<file path="config.mk">
export PLATFORM = sky130hd
export DESIGN_NAME = ffsync
export DESIGN_NICKNAME = d
export VERILOG_FILES = /design/src/rtl/ffsync.sv
export SDC_FILE = /design/constraint.sdc
export NUM_CORES = 1
export LEC_CHECK = 0
export CAP_MARGIN = 20
export CORE_MARGIN = 2
export CORE_UTILIZATION = 43
export DETAILED_ROUTE_END_ITERATION = 8
export PLACE_DENSITY = 0.78
export REMOVE_ABC_BUFFERS = 1
export SLEW_MARGIN = 20
export SYNTH_ARGS = -nofsm -noshare
export SYNTH_HDL_FRONTEND = slang
export SYNTH_SLANG_ARGS = --single-unit
</file>
<file path="constraint.sdc">
create_clock -name clk -period 0.8 [get_ports clk]
set_input_delay 0.12 -clock clk [delete_from_list [all_inputs] [get_ports clk]]
set_output_delay 0.12 -clock clk [all_outputs]
set_load 0.01 [all_outputs]
</file>
<file path="src/rtl/ffsync.sv">
// ffsync: a capture register followed by a chain of S retiming flops for a
// W-bit word. It resamples signals that change asynchronously to clk and
// adds a fixed latency of S+1 edges to in-domain signals.
// When EVLD=1, the capture register loads only on cycles with vld=1.
module ffsync #(
    parameter int          W    = 8,
    parameter logic [W-1:0] INIT = '0,
    parameter bit          EVLD = 1'b0,
    parameter int          S    = 3
) (
    input  logic         clk,
    input  logic         rst,
    input  logic [W-1:0] d,
    input  logic         vld,
    output logic [W-1:0] q
);

    // Reject illegal widths and depths at elaboration time.
    generate
        if (W < 1) begin : g_bad_w
            $error("ffsync: W must be >= 1");
        end
        if (S < 1) begin : g_bad_s
            $error("ffsync: S must be >= 1");
        end
    endgenerate

    logic [W-1:0] cap;

    // Keep the retiming flops as distinct registers placed next to each
    // other, so their full metastability settling time is preserved.
    (* ASYNC_REG = "TRUE", dont_touch = "true" *)
    logic [W-1:0] s [1:S];

    // Capture register. It loads every cycle, or only when vld=1 if EVLD is set.
    always_ff @(posedge clk) begin
        if (rst) begin
            cap <= INIT;
        end else if (!EVLD || vld) begin
            cap <= d;
        end
    end

    // Synchronizer chain. It shifts on every non-reset edge; vld never gates it.
    always_ff @(posedge clk) begin
        if (rst) begin
            for (int i = 1; i <= S; i++) begin
                s[i] <= INIT;
            end
        end else begin
            s[1] <= cap;
            for (int i = 2; i <= S; i++) begin
                s[i] <= s[i-1];
            end
        end
    end

    // The output comes straight from the last flop, with no logic after it.
    assign q = s[S];

endmodule

</file>
# Word level (Yosys, flattened, before mapping)
# Memory sizes are Yosys's and may differ from the RTL's.
# Index checks and enable logic that the tools add are counted.
dict set report classes {
  n_bitwise 3
  muxes 6
}
# cell count
set op_table {}
lappend op_table {{$mux W8} 3}
lappend op_table {{$mux W1} 3}
lappend op_table {{$or A1 B1 Y1} 3}
dict set report totals {
  memories 1
  regBits 8
  input_bits 11
  wordCells 11
  ramBits 24
  out_inout_bits 8
}
# memory depth word_bits rd rd_ports_with_merged_regs write_ports line_no
set memory_table {}
lappend memory_table {s 3 8 3 0 3 33} ;# logic [W-1:0] s [1:S];

# Longest topological paths before layout
dict set report depth {
  ltp_word 3
  ltp_mapped 2
  ltp_nobuf 1
}

# Least setup slack after synthesis
# OpenSTA, ideal clock, no wires.
dict set report synth_timing {
  kind {reg-to-output}
  startpoint {register s[0][24] (netlist name)}
  endpoint {output q[0]}
  setup_slack_ns 0.279
  path_stages_with_launch 2
  arrival_ns 0.401
  path_cell_list {dfxtp_1 > buf_4}
}
# item line_no
set synth_lines {}
lappend synth_lines {{end, declared} 15} ;# output logic [W-1:0] q

==> metrics.txt <==
outcome=finished with violations; failing checks=setup timing; largest area contributor in the netlist=dfxtp_1; maxcap violations=0; synthesized cell area=a little over 900 sq um; Wirelength per Cell=between 8 and 9 microns; crit share post-route=108%; Layout Area Growth over Synthesis=19.0%; Pre-antenna DRT Iters=2; Placement Setup Slack=-207 ps; Hold Crit Class=input pin to register; hold buffer count at cts=0; largest net degree at the start of global routing=33; Reg power frac=roughly 62%; Final WS setup=-63.9 ps; die span in y=roughly 50 microns; Yosys top cell area share=between 60% and 70%; Reg-to-Reg Start=cap[5]; share of layout cells above drive strength 1=18.9%; net count reported at finish=100; chip width=roughly 50 microns; Avg Cell Area, Syn=approximately 12 sq um; Max Freq=1160 MHz; Min-Delay Endpoint=cap[5]; Rel. slew slack=approximately 90%; NetSw=513 uW; Vias/cell=4.08; cell family with most CP delay=flip-flops; required time of the critical path=a little under 700 ps; final setup fails=8; P_int=approximately 2.2 mW; CP peak stage delay=between 300 and 400 ps; CTS tree=built; Tmin final=864 ps; Slew Viols, Final=0; worst-margin pin slew=around 130 ps; unrepaired setup endpoints after global routing=yes; Fin. Hold Viols=0; DR vias=~480; total wire length=992 microns; clock power share=33.4%; sequential area share after synthesis=69.4%; die area=0.00253 sq mm; library cells used by synthesis=3; Synth Instances=75; Pleak=around 0.46 nW; std cell rows=16; hold path startpoint=d[5]; Buffers & Inverters on Critical Path=1; crit path DAT=about 740 ps; worst-path maximum fanout=1; crit end category=output pin; WHS Path Cells=2; IO Pins=19; worst-case reg-to-reg path depth=1; CP Launch Type=register; worst-case clock buffer depth=2; clk slew on worst S/H paths=90 ps; net switching fraction of the power=a little under a fifth; Pwr Density=approximately 2400 mW/mm^2; power share of the combinational group=4.7%; post-CTS setup buffer count=0; RD Place Congestion=around 0.54; Final Core Density=54.9%; first-pass GRT wire length=around 1.6 mm; CTS Sinks=32; port bufs=17; CP Cell Sequence=buf_6; GRT Overall Usage=a little under a tenth; Yosys Warn Count=0; via count of the first global-routing pass=around 410; Clock Skews=7.21 ps; Initial Util=46.1%; antenna viol nets, final=0; H-Tree Depth=2; slowest stage cell, crit path=dfxtp_2; Residual DRC=0; Initial DRC Count=3; flops & latches, synth=32; Worst-Skew Late Latency=between 300 and 400 ps; reg2reg setup slack=~270 ps; post-CTS resize count=36; Crit Path Category=register to output pin; Filler Cells Inserted=167; initial antenna violation count=0; gr ovfl total=0; Worst VDD drop=1480 uV; CTS Buf Count=5; Root Driver=clkbuf_4; ANT cells=0; Worst R2R End=s[0][13]; Synth area leaders=dfxtp_1 69%, nor2b_1 22%, buf_4 8.9%; Core Box Area=around 0.002 sq mm
[cell usage after synthesis (all sizes together)]
master and number:
buf 11, dfxtp 32, nor2b 32
[placed cells by master (no fill, tap or decap), drive strengths merged]
| cell | synthesis | layout |
|---|---|---|
| dfxtp | 32 | 32 |
| buf | 11 | 9 |
| clkbuf | 0 | 8 |
| nor2b | 32 | 32 |
| clkdlybuf4s50 | 0 | 9 |
[final cells by class]
cell class	count	area, sq um	share of cell area, %
timing repair buffer	18	163	14.8
sequential	32	643	58.5
tap	27	33.8	3.08
clock buffer	8	58.8	5.35
multi-input combinational	32	200	18.2
[power by group through the flow]
stage	logic [mW]	clock network, mW	registers, mW
finish	0.125	0.894	1.66
global route	0.137	0.993	1.66
detailed placement	0.131	0	1.69
CTS	0.127	0.920	1.66
floorplan	0.0369	0	1.69
global placement	0.125	0	1.69
[logic make-up after synthesis]
group	Yosys count	share of synthesized area, %
DFF	32	69.4
and+or+nand+nor	32	21.7
buffers and inverters	11	8.94
[sequential cells by signal, indices dropped and copies added, names as in the netlist]
register and cells:
s 24, cap 8
[worst max path at each step]
stage,startpoint,to,cells after the start
3_3_place_gp,rst,s[0][26],3
6_report,s[0][31],q[7],1
2_1_floorplan,cap[2],s[0][10],1
3_5_place_dp,rst,s[0][13],3
5_1_grt,s[0][31],q[7],1
4_1_cts,s[0][31],q[7],1
[per-stage QoR]
step / std cells / TNS [ps] / power, mW / hold WS (ps) / instance area, sq um
3_3_place_gp: 109 / -6720 / 1.82 / 417 / 1060
5_1_grt: 117 / -768 / 2.79 / 346 / 1100
3_5_place_dp: 109 / -7420 / 1.83 / 425 / 1060
6_report: 117 / -431 / 2.67 / 355 / 1100
2_1_floorplan: 64 / 0 / 1.73 / 192 / 841
4_1_cts: 117 / -575 / 2.70 / 344 / 1100
[metal layers]
layer	vias to the layer above	GRT usage (%)	part of all wire (%)	routed length (microns)
met2	21	14.7	47	463
met3	5	6.25	10	100
met5	-	0	0	0
li1	242	-	-	-
met1	209	7.68	39	384
met4	0	9.46	4.4	44
Note: power is estimated with default switching activity, not from simulation.
